File: src/rtl/uart_pkg.sv
// Shared definitions for the memory-mapped UART transmitter.
// Holds the register offsets, the STATUS bit positions and the TX state type.
package uart_pkg;

    localparam logic [31:0] DATA_OFS   = 32'd0;
    localparam logic [31:0] STATUS_OFS = 32'd4;

    localparam int unsigned ST_BUSY    = 0;
    localparam int unsigned ST_FULL    = 1;
    localparam int unsigned ST_EMPTY   = 2;
    localparam int unsigned ST_OVF     = 3;
    localparam int unsigned ST_CNT_LSB = 4;

    typedef enum logic [1:0] {
        IDLE,
        START,
        DATA,
        STOP
    } txState_t;

endpackage

File: src/rtl/uart_tx_mmio_sync_fifo.sv
// Synchronous FIFO with a synchronous, active-high flush.
// Ports:
//   clk, reset          clock and synchronous flush
//   push, pushData      write request and data
//   pop, popData        read request and head-of-queue data (combinational)
//   full, empty, count  occupancy flags and entry count
// A push into a full FIFO is accepted only when a pop happens on the same edge.
// Pointers carry one extra wrap bit so full and empty can be told apart.
module sync_fifo #(
    parameter int unsigned WIDTH = 8,
    parameter int unsigned DEPTH = 4
) (
    input  logic                     clk,
    input  logic                     reset,
    input  logic                     push,
    input  logic [WIDTH-1:0]         pushData,
    input  logic                     pop,
    output logic [WIDTH-1:0]         popData,
    output logic                     full,
    output logic                     empty,
    output logic [$clog2(DEPTH):0]   count
);

    localparam int unsigned AW = $clog2(DEPTH);

    logic [WIDTH-1:0] mem [DEPTH];
    logic [AW:0]      wrPtr;
    logic [AW:0]      rdPtr;
    logic             doPush;
    logic             doPop;

    assign empty  = (wrPtr == rdPtr);
    assign full   = (wrPtr[AW] != rdPtr[AW]) && (wrPtr[AW-1:0] == rdPtr[AW-1:0]);
    assign count  = wrPtr - rdPtr;
    assign doPop  = pop && !empty;
    assign doPush = push && (!full || doPop);
    assign popData = mem[rdPtr[AW-1:0]];

    always_ff @(posedge clk) begin
        if (reset) begin
            wrPtr <= '0;
            rdPtr <= '0;
        end else begin
            if (doPush) wrPtr <= wrPtr + 1'b1;
            if (doPop)  rdPtr <= rdPtr + 1'b1;
        end
    end

    // Storage is not flushed; the pointers alone define validity.
    always_ff @(posedge clk) begin
        if (doPush && !reset) mem[wrPtr[AW-1:0]] <= pushData;
    end

endmodule

File: src/rtl/uart_tx_mmio.sv
// Memory-mapped 8N1 UART transmitter sitting beside dmem on the data bus.
// Ports:
//   clk, reset           system clock, synchronous active-high reset
//   MemWrite             core store strobe
//   DataAdr, WriteData   core data address and store data
//   ReadData             STATUS word when DataAdr addresses STATUS, else 0
//   Hit                  DataAdr addresses DATA or STATUS
//   tx                   registered serial output, idle high
// Stores to DATA queue a byte; stores to STATUS with bit3 set clear overflow.
module uart_tx_mmio
    import uart_pkg::*;
#(
    parameter logic [31:0] BASE_ADDR    = 32'h0000_0100,
    parameter int unsigned CLKS_PER_BIT = 16,
    parameter int unsigned FIFO_DEPTH   = 4
) (
    input  logic        clk,
    input  logic        reset,
    input  logic        MemWrite,
    input  logic [31:0] DataAdr,
    input  logic [31:0] WriteData,
    output logic [31:0] ReadData,
    output logic        Hit,
    output logic        tx
);

    localparam int unsigned CW   = $clog2(CLKS_PER_BIT);
    localparam int unsigned CNTW = $clog2(FIFO_DEPTH) + 1;

    txState_t        state, stateNext;
    logic [CW-1:0]   cycleCnt, cycleNext;
    logic [2:0]      bitIdx, bitNext;
    logic [7:0]      shiftReg, shiftNext;
    logic            txReg, txNext;
    logic            overflow;

    logic            dataSel, statusSel;
    logic            fifoPush, fifoPop, fifoFull, fifoEmpty;
    logic [7:0]      fifoData;
    logic [CNTW-1:0] fifoCount;
    logic            bitDone;
    logic [31:0]     statusWord;
    logic [23:0]     unusedWriteData;

    assign dataSel   = (DataAdr == BASE_ADDR + DATA_OFS);
    assign statusSel = (DataAdr == BASE_ADDR + STATUS_OFS);
    assign Hit       = dataSel || statusSel;
    assign fifoPush  = MemWrite && dataSel;
    assign bitDone   = (cycleCnt == CW'(CLKS_PER_BIT - 1));
    assign tx        = txReg;
    assign unusedWriteData = WriteData[31:8];

    sync_fifo #(
        .WIDTH (8),
        .DEPTH (FIFO_DEPTH)
    ) txFifo (
        .clk      (clk),
        .reset    (reset),
        .push     (fifoPush),
        .pushData (WriteData[7:0]),
        .pop      (fifoPop),
        .popData  (fifoData),
        .full     (fifoFull),
        .empty    (fifoEmpty),
        .count    (fifoCount)
    );

    always_comb begin
        statusWord = '0;
        statusWord[ST_BUSY]  = (state != IDLE);
        statusWord[ST_FULL]  = fifoFull;
        statusWord[ST_EMPTY] = fifoEmpty;
        statusWord[ST_OVF]   = overflow;
        statusWord[ST_CNT_LSB +: 4] = 4'(fifoCount);
    end

    assign ReadData = statusSel ? statusWord : '0;

    // tx is computed from the next state so the line changes on the same
    // edge as the state transition.
    always_comb begin
        stateNext = state;
        cycleNext = cycleCnt;
        bitNext   = bitIdx;
        shiftNext = shiftReg;
        txNext    = txReg;
        fifoPop   = 1'b0;

        if (state != IDLE) begin
            cycleNext = bitDone ? '0 : cycleCnt + 1'b1;
        end

        case (state)
            IDLE: begin
                txNext = 1'b1;
                if (!fifoEmpty) begin
                    fifoPop   = 1'b1;
                    shiftNext = fifoData;
                    stateNext = START;
                    cycleNext = '0;
                    txNext    = 1'b0;
                end
            end
            START: begin
                if (bitDone) begin
                    stateNext = DATA;
                    bitNext   = '0;
                    txNext    = shiftReg[0];
                end
            end
            DATA: begin
                if (bitDone) begin
                    if (bitIdx == 3'd7) begin
                        stateNext = STOP;
                        txNext    = 1'b1;
                    end else begin
                        bitNext   = bitIdx + 3'd1;
                        shiftNext = {1'b0, shiftReg[7:1]};
                        txNext    = shiftReg[1];
                    end
                end
            end
            STOP: begin
                if (bitDone) begin
                    if (!fifoEmpty) begin
                        fifoPop   = 1'b1;
                        shiftNext = fifoData;
                        stateNext = START;
                        txNext    = 1'b0;
                    end else begin
                        stateNext = IDLE;
                        txNext    = 1'b1;
                    end
                end
            end
            default: begin
                stateNext = IDLE;
                txNext    = 1'b1;
            end
        endcase
    end

    always_ff @(posedge clk) begin
        if (reset) begin
            state    <= IDLE;
            cycleCnt <= '0;
            bitIdx   <= '0;
            shiftReg <= '0;
            txReg    <= 1'b1;
            overflow <= 1'b0;
        end else begin
            state    <= stateNext;
            cycleCnt <= cycleNext;
            bitIdx   <= bitNext;
            shiftReg <= shiftNext;
            txReg    <= txNext;
            // A pop on the same edge frees a slot, so only a true drop sets overflow.
            if (fifoPush && fifoFull && !fifoPop) begin
                overflow <= 1'b1;
            end else if (MemWrite && statusSel && WriteData[ST_OVF]) begin
                overflow <= 1'b0;
            end
        end
    end

endmodule

File: config.mk
export PLATFORM = sky130hd
export DESIGN_NAME = uart_tx_mmio
export DESIGN_NICKNAME = d
export VERILOG_FILES = /design/src/rtl/uart_pkg.sv /design/src/rtl/uart_tx_mmio_sync_fifo.sv /design/src/rtl/uart_tx_mmio.sv
export SDC_FILE = /design/constraint.sdc
export NUM_CORES = 1
export LEC_CHECK = 0
export ABC_AREA = 1
export CORE_MARGIN = 2
export CORE_UTILIZATION = 50
export DETAILED_ROUTE_END_ITERATION = 10
export PLACE_DENSITY = 0.9
export SLEW_MARGIN = 20
export SYNTH_ARGS = -nofsm -noshare
export SYNTH_HDL_FRONTEND = slang
export SYNTH_SLANG_ARGS = --single-unit
export TNS_END_PERCENT = 5
File: constraint.sdc
create_clock -name clk -period 5.19 [get_ports clk]
set_input_delay 0.519 -clock clk [delete_from_list [all_inputs] [get_ports clk]]
set_output_delay 0.519 -clock clk [all_outputs]
set_load 0.05 [all_outputs]
==> metrics.md <==
| Metric | Value |
|---|---|
| Outcome | complete, no violations |
| Hold Crit Class | flop to flop |
| CTS tree | yes |
| Final std cells w/o fill | 502 |
| Synthesized area per cell | ~8.7 um^2 |
| Initial antenna violation count | 0 |
| Final antenna diode count | 0 |
| Number of synthesized flops with an enable pin | 32 |
| Minimum clock period | between 3 and 4 ns |
| CTS Hold Buffers Added | 0 |
| Routed wire per std cell | 13.1 um |
| Nets | 502 |
| Final setup violation count | 0 |
| Final Max Tran Viols | 0 |
| Post-Syn Area | roughly 3200 um^2 |
| Critical path class | input port to output pin |
| Most used DFF post-synth | edfxtp_1 |
| Total grt overflow | 0 |
| Startpoint types | input port |
| Synth Instances | 367 |
| Core region area | 6240 um^2 |
| Max-Cap Viols | 0 |
| Clock buffer depth | 2 |
| Total Wirelength | around 6600 um |
| Clk Latency, worst-skew pair | roughly 0.34 ns |
| Crit share post-route | 0.609 |
| Count of port buffers added during placement | between 50 and 60 |
| Max Clock Skew | about 0.0094 ns |
| Layout cells sized above 1 | 0.0871 |
| Clk slew on worst S/H paths | roughly 0.060 ns |
| First-pass GRT wire length | ~11000 um |
| Unrepaired setup endpoints after global routing | no |
| Final Instance Area | 3860 um^2 |
| Initial Utilization | 0.510 |
| Unique masters post-synth | 33 |
| Post-route DRC | 0 |
| Final HPWL from detailed placement | 4680 um |
| Chip height | 83.8 um |
| Vias in the first global route | 2498 |
| Post-synth top cells | nor2_1 (64), nand2_1 (53), edfxtp_1 (32) |
| Via count | 2602 |
| Worst VDD drop | 168 uV |
| Worst Tran Pin Value | 0.629 ns |
| Synth area leaders | edfxtp_1 (30%), dfxtp_1 (17%), nor2_1 (7.6%) |
| Vias per cell | slightly above 5 |
| Synthesis-stage register bit count | 59 |
| CTS Buf Count | 9 |
| Placed Area | 3650 um^2 |
| Violation count after the first detailed-route iteration | 222 |
| Leading area contributor after synthesis | edfxtp_1 |
| Final hold vios | 0 |
| Post_cts resized | 0 |
| Final WS setup | about 2.0 ns |
| Fillers | 500 |
| Area share of the largest cell type after synthesis | 0.302 |
| Arrival @ worst endpoint | 2.64 ns |
| Largest net degree at the start of global routing | 18 |
| R2R setup slack | 2.75 ns |
| Area growth syn-to-layout | 21.2% |
| Sw Pwr | 348 uW |
| Comb pwr share | 0.192 |
| Min Hold Slack | 0.476 ns |
| Yosys warnings | 0 |
| Sequential cell area fraction in the yosys report | 0.472 |
| Die width | roughly 84 um |
| CP Max Fanout | 9 |
| Pint | 871 uW |
| Top-count cell post-synth | nor2_1 |
| Pleak | ~1.5 nW |
| H-tree depth | 3 |
| Max Freq | roughly 320 MHz |
| Core Util, Final | 0.618 |
| Reg power frac | 0.442 |
| # Post-CTS Setup Buffers | 0 |
| PwrDens | 316 nW/um^2 |
| Critical Path End Type | output pin |
| Final total negative setup slack | 0 ns |
| Root Buffer | clkbuf_8 |
| Hold depth | 2 |
| Antenna-violating nets left | 0 |
| Net Sw Frac | 0.286 |
| R2r worst-path depth | 11 |
| CTS sink count | 59 |
| Gr usage total | 0.191 |
| Clock network power share | 0.366 |
| CP required | around 4.7 ns |
| Total power | 1.22 mW |
| Routability cong. | approximately 0.82 |
| Async set or reset register ratio after synthesis | 0 |
| Max_slew headroom | 0.579 |
| First-pass DRT Iterations | 4 |
| Die ar. | between 7000 and 8000 um^2 |
| I/O pins | 101 |
| Num rows | 29 |
| Placed Cells | between 400 and 500 |
| Post-Place Setup Slack | 1.99 ns |
[final cells by class]
type / count / area [um^2] / area share
clock inverters: 5 / 78.8 / 0.0204
inverters: 34 / 128 / 0.0331
multi-input cells: 265 / 1410 / 0.366
flip-flops and latches: 59 / 1500 / 0.389
repair buffers: 51 / 510 / 0.132
clock buffers: 11 / 131 / 0.0341
well taps: 77 / 96.3 / 0.0250
[metal layers]
layer,wire [um],up-vias,track usage
met3,458,10,0.0653
li1,-,1268,-
met4,91,0,0.0616
met2,3410,106,0.351
met1,2620,1218,0.205
met5,0,-,0
[state kept, by name (all words and copies together), names as in the netlist, named ones only]
name / count
tx: 1
cycleCnt: 4
shiftReg: 8
bitIdx: 3
overflow: 1
state: 2
txFifo.wrPtr: 3
txFifo.mem: 32
txFifo.rdPtr: 3
[worst max-delay path, stage by stage]
cell and delay, ns:
clkdlybuf4s50_1 0.40, nor2_1 0.10, nand2_1 0.06, nor2_1 0.16, nand4_1 0.34, nor2_1 0.23
clkdlybuf4s50_1 0.83
[cells in the final DEF (no fill, tap or decap), types with 9 or more instances in the layout]
cell,instances
nand3_1,10
nand2_1,53
clkbuf_8,9
o21ai_1,20
edfxtp_1,32
conb_1,25
clkdlybuf4s50_1,51
nor2_1,64
o21ai_0,22
ha_1,14
dfxtp_1,27
inv_1,26
a21oi_1,23
[kinds of logic after synthesis]
group | Yosys count | share of synthesized area
and+or+nand+nor | 147 | 0.216
AOI/OAI and AO/OA | 76 | 0.131
buffers and inverters | 67 | 0.113
DFF | 59 | 0.472
adders and majority gates | 15 | 0.0614
xor gates and xnor gates | 2 | 0.00551
other | 1 | 0.00118
[power groups by stage]
| stage | Clock, mW | Combinational [mW] | Sequential [mW] |
|---|---|---|---|
| finish | 0.447 | 0.234 | 0.538 |
| global route | 0.463 | 0.255 | 0.541 |
| CTS | 0.448 | 0.233 | 0.538 |
| detailed placement | 0 | 0.231 | 0.548 |
| global placement | 0 | 0.221 | 0.545 |
| floorplan | 0 | 0.177 | 0.550 |
[path summary, 6_finish.rpt]
path                                              startpoint                         end
worst max-delay path                             DataAdr[23]                 ReadData[0]
worst min-delay path                  bitIdx[1]$_SDFFE_PP0P_      bitIdx[1]$_SDFFE_PP0P_
worst max register to register  txFifo.wrPtr[0]$_SDFFE_PP0P_  txFifo.mem[2][6]$_DFFE_PP_
worst min register to register        bitIdx[1]$_SDFFE_PP0P_      bitIdx[1]$_SDFFE_PP0P_
Power figures use the tool's default switching activity.
